$ cat src/rtl/shift_execute_stage.sv
// shift_execute_stage: two-stage pipelined SLL/SRL/SRA unit with valid/ready
// handshaking on both sides. Left shifts reuse the right barrel shifter by
// reversing the operand on entry to S1 and reversing the result again into S2.

// Right barrel shifter: log2(WIDTH) conditional stages, sign or zero fill.
module right_barrel_shifter #(
    parameter int WIDTH = 32,
    parameter int SW    = $clog2(WIDTH)
) (
    input  logic [WIDTH-1:0] a,
    input  logic [SW-1:0]    amt,
    input  logic             op,
    output logic [WIDTH-1:0] y
);

    logic             fill_s;
    logic [WIDTH-1:0] acc_s;

    // Shift by each power of two selected in amt, backfilling with fill_s.
    always_comb begin
        fill_s = op & a[WIDTH-1];
        acc_s  = a;
        for (int k = 0; k < SW; k++) begin
            acc_s = amt[k] ? ((acc_s >> (1 << k)) |
                              (fill_s ? ~({WIDTH{1'b1}} >> (1 << k)) : {WIDTH{1'b0}}))
                           : acc_s;
        end
        y = acc_s;
    end

endmodule

module shift_execute_stage #(
    parameter int WIDTH = 32,
    localparam int SW   = $clog2(WIDTH)
) (
    input  logic             CLK,
    input  logic             RST,
    input  logic             IN_VALID,
    output logic             IN_READY,
    input  logic [1:0]       FUNCT,
    input  logic [SW-1:0]    SHAMT,
    input  logic [WIDTH-1:0] A,
    output logic             OUT_VALID,
    input  logic             OUT_READY,
    output logic [WIDTH-1:0] Y,
    output logic             ERR,
    output logic             BUSY
);

    localparam logic [1:0] FUNCT_SLL = 2'b00;
    localparam logic [1:0] FUNCT_SRA = 2'b11;
    localparam logic [1:0] FUNCT_RSV = 2'b10;

    // Mirror a word end-for-end (bit i takes bit WIDTH-1-i).
    function automatic logic [WIDTH-1:0] bit_reverse(input logic [WIDTH-1:0] v);
        logic [WIDTH-1:0] r;
        for (int i = 0; i < WIDTH; i++) begin
            r[i] = v[WIDTH-1-i];
        end
        return r;
    endfunction

    logic             s1_valid_r;
    logic [WIDTH-1:0] s1_a_r;
    logic [SW-1:0]    s1_shamt_r;
    logic             s1_left_r;
    logic             s1_arith_r;
    logic             s1_err_r;

    logic             s2_valid_r;
    logic [WIDTH-1:0] s2_y_r;
    logic             s2_err_r;

    logic             s2_free_s;
    logic             s1_adv_s;
    logic             in_xfer_s;
    logic [WIDTH-1:0] shift_out_s;
    logic [WIDTH-1:0] result_s;

    right_barrel_shifter #(
        .WIDTH (WIDTH),
        .SW    (SW)
    ) u_shifter (
        .a   (s1_a_r),
        .amt (s1_shamt_r),
        .op  (s1_arith_r),
        .y   (shift_out_s)
    );

    // Handshake: S2 can take a new entry when empty or draining this cycle.
    always_comb begin
        s2_free_s = ~s2_valid_r | OUT_READY;
        s1_adv_s  = s1_valid_r & s2_free_s;
        IN_READY  = ~s1_valid_r | s2_free_s;
        in_xfer_s = IN_VALID & IN_READY;
    end

    // Undo the entry reversal for left shifts; reserved codes yield zero.
    always_comb begin
        if (s1_err_r) begin
            result_s = {WIDTH{1'b0}};
        end else if (s1_left_r) begin
            result_s = bit_reverse(shift_out_s);
        end else begin
            result_s = shift_out_s;
        end
    end

    // S1 register: load on input transfer, empty when advancing with no refill.
    always_ff @(posedge CLK or posedge RST) begin
        if (RST) begin
            s1_valid_r <= 1'b0;
            s1_a_r     <= {WIDTH{1'b0}};
            s1_shamt_r <= {SW{1'b0}};
            s1_left_r  <= 1'b0;
            s1_arith_r <= 1'b0;
            s1_err_r   <= 1'b0;
        end else if (in_xfer_s) begin
            s1_valid_r <= 1'b1;
            s1_a_r     <= (FUNCT == FUNCT_SLL) ? bit_reverse(A) : A;
            s1_shamt_r <= SHAMT;
            s1_left_r  <= (FUNCT == FUNCT_SLL);
            s1_arith_r <= (FUNCT == FUNCT_SRA);
            s1_err_r   <= (FUNCT == FUNCT_RSV);
        end else if (s1_adv_s) begin
            s1_valid_r <= 1'b0;
        end else begin
            s1_valid_r <= s1_valid_r;
        end
    end

    // S2 register: load on S1 advance, empty when the consumer takes the result.
    always_ff @(posedge CLK or posedge RST) begin
        if (RST) begin
            s2_valid_r <= 1'b0;
            s2_y_r     <= {WIDTH{1'b0}};
            s2_err_r   <= 1'b0;
        end else if (s1_adv_s) begin
            s2_valid_r <= 1'b1;
            s2_y_r     <= result_s;
            s2_err_r   <= s1_err_r;
        end else if (OUT_READY) begin
            s2_valid_r <= 1'b0;
        end else begin
            s2_valid_r <= s2_valid_r;
        end
    end

    // Outputs come straight from the S2 flops.
    always_comb begin
        OUT_VALID = s2_valid_r;
        Y         = s2_y_r;
        ERR       = s2_err_r;
        BUSY      = s1_valid_r | s2_valid_r;
    end

endmodule

$ cat config.mk
export PLATFORM = sky130hd
export DESIGN_NAME = shift_execute_stage
export DESIGN_NICKNAME = d
export VERILOG_FILES = /design/src/rtl/shift_execute_stage.sv
export SDC_FILE = /design/constraint.sdc
export NUM_CORES = 1
export LEC_CHECK = 0
export BUFFER_PORTS_ARGS = -buffer_cell sky130_fd_sc_hd__buf_4
export CAP_MARGIN = 20
export CORE_MARGIN = 10
export CORE_UTILIZATION = 35
export CTS_BUF_LIST = sky130_fd_sc_hd__clkbuf_4
export CTS_CLUSTER_DIAMETER = 100
export DETAILED_ROUTE_END_ITERATION = 8
export GPL_ROUTABILITY_DRIVEN = 0
export HOLD_SLACK_MARGIN = 0.12
export SLEW_MARGIN = 10
export SYNTH_ARGS = -nofsm -noshare
export SYNTH_HDL_FRONTEND = slang
export SYNTH_SLANG_ARGS = --single-unit
$ cat constraint.sdc
create_clock -name CLK -period 4.8 [get_ports CLK]
set_clock_uncertainty 0.15 [all_clocks]
set_input_delay 0 -clock CLK [delete_from_list [all_inputs] [get_ports CLK]]
set_output_delay 0 -clock CLK [all_outputs]
set_load 0.005 [all_outputs]
# After elaboration in Yosys (flattened, before gate mapping)
# Cells that the tools add are included.
dict set report classes {
  n_eq_ne 2
  n_reduce_logical 3
  muxes 17
  bitwise 13
}
# cell count
set op_table {}
lappend op_table {{$mux 32} 13}
lappend op_table {{$or 16x32->32} 1}
lappend op_table {{$or 24x32->32} 1}
lappend op_table {{$or 28x32->32} 1}
lappend op_table {{$or 30x32->32} 1}
lappend op_table {{$or 31x32->32} 1}
lappend op_table {{$eq 2x2->1 const B} 2}
lappend op_table {{$mux 1} 4}
lappend op_table {{$reduce_bool 2->1} 2}
lappend op_table {{$and 1x1->1} 3}
lappend op_table {{$or 1x1->1} 3}
lappend op_table {{$logic_not 2->1} 1}
lappend op_table {{$not 1->1} 2}
dict set report word_totals {
  in_bits 43
  output_inout_bits 36
  wordCells 44
  reg_bits 75
}

# Longest topological paths before layout
dict set report logic_depth {
  depth_word 14
  ltp_mapped 10
  mapped_depth_nobuf 5
}

# Cells and area by module
# Synthesis repeated with hierarchy kept, for this count alone.
dict set report unflattened {
  hier_cells 555
  hier_area_um2 5919.4
}
# mod cells_per_inst seq_area_each_um2 area_per_inst_um2 n_inst
set by_module_without_submodules {}
lappend by_module_without_submodules {shift_execute_stage 313 1876.8 3652.3 1}
lappend by_module_without_submodules {right_barrel_shifter 242 0.0 2267.2 1}

# Worst setup path before layout
# No wires, ideal clock.
dict set report synth_timing {
  path_kind {flip-flop to flip-flop}
  start {reg s1_shamt_r[0]}
  end {reg s2_y_r[29] (netlist: Y[29])}
  arrival_ns 2.067
  synth_period_minus_slack_ns 2.335
  setup_slack_ns 2.465
  setup_ns 0.118
  stages_incl_launch_ff 8
  t_required_ns 4.532
  path_buffers 3
  cell_sequence {dfrtp_1 clkbuf_1 buf_2 buf_2 mux4_2 a221oi_2 o211ai_1 a21o_1}
}
dict set report synth_via {
  elab_chain_cells 10
  word_cells_on_any_way 11
  cone_classes {mux: 7; bitwise: 4}
}
# element line_no
set synth_lines {}
lappend synth_lines {{from (decl)} 66} ;# logic [SW-1:0] s1_shamt_r;
lappend synth_lines {{from (signal assigned)} 115} ;# s1_shamt_r <= {SW{1'b0}};
lappend synth_lines {{$mux 32 (*)} 24} ;# acc_s = amt[k] ? ((acc_s >> (1 << k)) |
lappend synth_lines {{$or 30x32->32 or $mux 32 (tied branches)} 24}
lappend synth_lines {{$mux 32 (*)} 24}
lappend synth_lines {{$or 28x32->32 or $mux 32 (tied branches)} 24}
lappend synth_lines {{$mux 32 (*)} 24}
lappend synth_lines {{$or 24x32->32 or $mux 32 (tied branches)} 24}
lappend synth_lines {{$mux 32 (*) (2 in series)} 24}
lappend synth_lines {{$mux 32 (*)} 103} ;# end else if (s1_left_r) begin
lappend synth_lines {{$mux 32 (*)} 101} ;# if (s1_err_r) begin
lappend synth_lines {{to (signal assigned)} 137} ;# s2_y_r <= {WIDTH{1'b0}};
lappend synth_lines {{to (signal assigned)} 141} ;# s2_y_r <= result_s;
lappend synth_lines {{to (decl)} 72} ;# logic [WIDTH-1:0] s2_y_r;
# Mark *: on every way between the ends. The rest lies on a longest branch, timed or not.
# A chain may end at the register's enable or synchronous reset.

# Worst setup path in the final report
dict set report layout_timing {
  start {reg s1_shamt_r[1]}
  end {reg s2_y_r[21] (netlist: Y[21])}
}
dict set report layout_via {
  elab_chain_cells 8
  word_cells_on_any_way 9
  cone_classes {mux: 6; bitwise: 3}
}
# element line_no
set layout_lines {}
lappend layout_lines {{$mux 32 (*)} 24}
lappend layout_lines {{$or 28x32->32} 24}
lappend layout_lines {{$mux 32 (*)} 24}
lappend layout_lines {{$or 24x32->32 or $mux 32 (tied branches)} 24}
lappend layout_lines {{$mux 32 (*) (2 in series)} 24}
lappend layout_lines {{$mux 32 (*)} 103}
lappend layout_lines {{$mux 32 (*)} 101}
# Marks and branches as above.

==> flow_summary.toml <==
[cts]
clk_latency_ps = 470
numCtsBuffers = 9
cts_tree = "built"
post_cts_resized = 0
post_cts_buffers = 0
htreeDepth = 3
cts_root_buf = "clkbuf_4"
path_clk_slew_ps = 120
cts.sinks = 75
cts_buffer_depth = 2

[flow_run]
maxCapViolCount = 0

[logic_synthesis]
synth.area.top_cells = "dfrtp_1, mux4_2, mux2i_1"
seq_area_frac_synth = 0.3236
syn_nets = 622
ys_ff_latch = 75
syn_area_um2 = 5801
syn_area_per_cell_um2 = 10.02
yosysTopAreaCell = "dfrtp_1"
synth_cell_types = 60
synthArstFlopShare = 1.000
synthDominantCellAreaShare = 0.3236
yosysMostFrequentCell = "dfrtp_1"
synth_edf_count = 0
synthCells = 579
synthFlopType = "dfrtp_1"
synth.top_cells.by_count = "dfrtp_1, nor2_1, nand2_1"
yosys_warnings = 0

[floorplan]
die_h_um = 148.7
rows = 47
fp.coreArea_um2 = 16410
die_area_um2 = 22120
initial_utilization = 0.3535
die_w_um = 148.7
num_io_pins = 79

[timing]
final_max_slew_viol_count = 0
worst_slack_ps = 1536
period_needed_ps = 3264
setup-violations-final = 0
worst_slew_pin_slew_ps = 944.5
rsz0062_at_grt = "false"
period_share = 0.6801
hold_viol = 0
relSlewSlack = 0.3703
fmax_mhz = 306.3
tns_ps = 0

[final_layout]
final_area_um2 = 7241
diodes = 0
syn_to_final_growth_pct = 24.83
drive_above_1_share = 0.2551
fillCellCount = 1567
finalNetCount = 728

[run_status]
status = "completed"

[setup_path]
worstSetupStartpointType = "flop"
crit_path_end_kind = "flop"
crit_arrival_ps = 3440
path_cells = "buf_4 -> mux4_1 -> inv_1 -> mux2i_1 -> a211oi_1 -> o221ai_1"
critical-path-max-stage-delay_ps = 1010
crit_family = "flip-flops"
worstPathRequired_ps = 4980
cp_num_buf_inv = 2
critPathMaxFanout = 38
crit_slowest_cell = "dfrtp_2"
path_class = "flop to flop"

[grt]
grt_first_pass_wirelength_um = 29840
antenna_found_initial = 0
grt_use_met2 = 0.2549
grt_max_degree = 47
globalRouteMet3Util = 0.04460
grt_busiest_layer = "met2"
grt_remaining_overflow = 0
met1_usage = 0.2186
grtUsageTotal = 0.1670
first_global_vias = 5455

[routing]
viasPerCell = 6.062
drc_errors = 0
drtPass1Iterations = 5
routed_wl_um = 18570
wire_per_inst_um = 20.41
drt_iter0_drc = 738
drtAntennaViolNets = 0
vias = 5516

[min_path]
hold_class = "input port to asynchronous set/reset pin"

[power_and_ir_drop]
power_density_nw_per_um2 = 355.5
peakVddDrop_mv = 0.1588
power_leakage_nw = 2.939

[placement]
io_buffer_count = 78
dp_slack_ps = 1570
dp_hpwl_um = 13670
placed_area_um2 = 6492
timing repair:
| item | 4_1_cts | 5_1_grt |
|---|---|---|
| endpoints found under the setup margin | 0 | 0 |
| hold endpoints to repair | 92 | 0 |
| hold buffers | 61 | 0 |
per-layer routing:
layer  vias up  share of wire
li1       2448              -
met1      2681           0.41
met2       340           0.46
met3        47          0.098
met4         0          0.034
met5         -              0
flip-flops by register name (all words and copies together) (netlist names):
signal      count
s1_shamt_r      5
OUT_VALID       1
Y              32
s1_left_r       1
s1_a_r         32
s1_valid_r      1
ERR             1
s1_err_r        1
s1_arith_r      1
layout make-up:
type | count | area [um2] | share of cell area
well taps | 220 | 275.3 | 0.03802
clock inverters | 3 | 15.01 | 0.002074
inverters | 13 | 48.80 | 0.006739
multi-input cells | 434 | 3622 | 0.5003
clock buffers | 13 | 97.59 | 0.01348
repair buffers | 152 | 1304 | 0.1801
flip-flops and latches | 75 | 1878 | 0.2594
metrics by stage:
step                  util  std cells  total power [mW]  hold WS [ps]
finish              0.4413        910             2.574         96.75
global route        0.4413        910             2.731         142.9
CTS                 0.4398        908             2.569         122.0
detailed placement  0.3957        831             2.178         51.71
global placement    0.3957        831             2.151         49.56
floorplan                -        579             1.718        -41.63
placed cells by master (no fill, tap or decap), types with 10 or more instances in the layout:
cell type      instances
nor2_1                60
dfrtp_1               74
o221ai_1              10
mux2_2                13
buf_4                 89
mux2i_1               48
inv_1                 12
nand2_1               51
a21oi_1               41
o21ai_0               28
clkbuf_4              13
dlygate4sd3_1         61
mux4_2                43
kinds of logic (layout without fill, tap and decap cells):
kind of cell,after synthesis,in the layout,share of synthesized area
AO/OA/AOI/OAI,163,163,0.1963
AND/OR/NAND/NOR,160,160,0.1219
multiplexers,111,111,0.3048
flip-flops,75,75,0.3236
buffers and inverters,70,181,0.05349
final timing paths:
path	start	end	slack, ps	cells past startpoint
worst min-delay path	RST	s1_arith_r	100	3
max in group asynchronous	RST	s1_shamt_r[1]	3410	4
min in group CLK	SHAMT[4]	s1_shamt_r[4]	140	4
worst max-delay path	s1_shamt_r[1]	Y[21]	1540	6
worst max register to register	s1_shamt_r[1]	Y[21]	1540	6
worst min register to register	ERR	ERR	350	2
report_power, final:
part           total, mW  internal, mW  switching, mW  leakage, nW
Combinational       1.25         0.639          0.613         1.98
Sequential         0.975         0.773          0.202        0.895
Clock              0.346         0.127          0.220       0.0631
worst register-to-register path: cells and delay by family, from the launching register on:
| family | cells | cell delay, ps |
|---|---|---|
| compound gates | 2 | 590 |
| buf+inv | 2 | 570 |
| flops | 1 | 1010 |
| mux | 2 | 800 |
(Power assumes the default switching activity.)
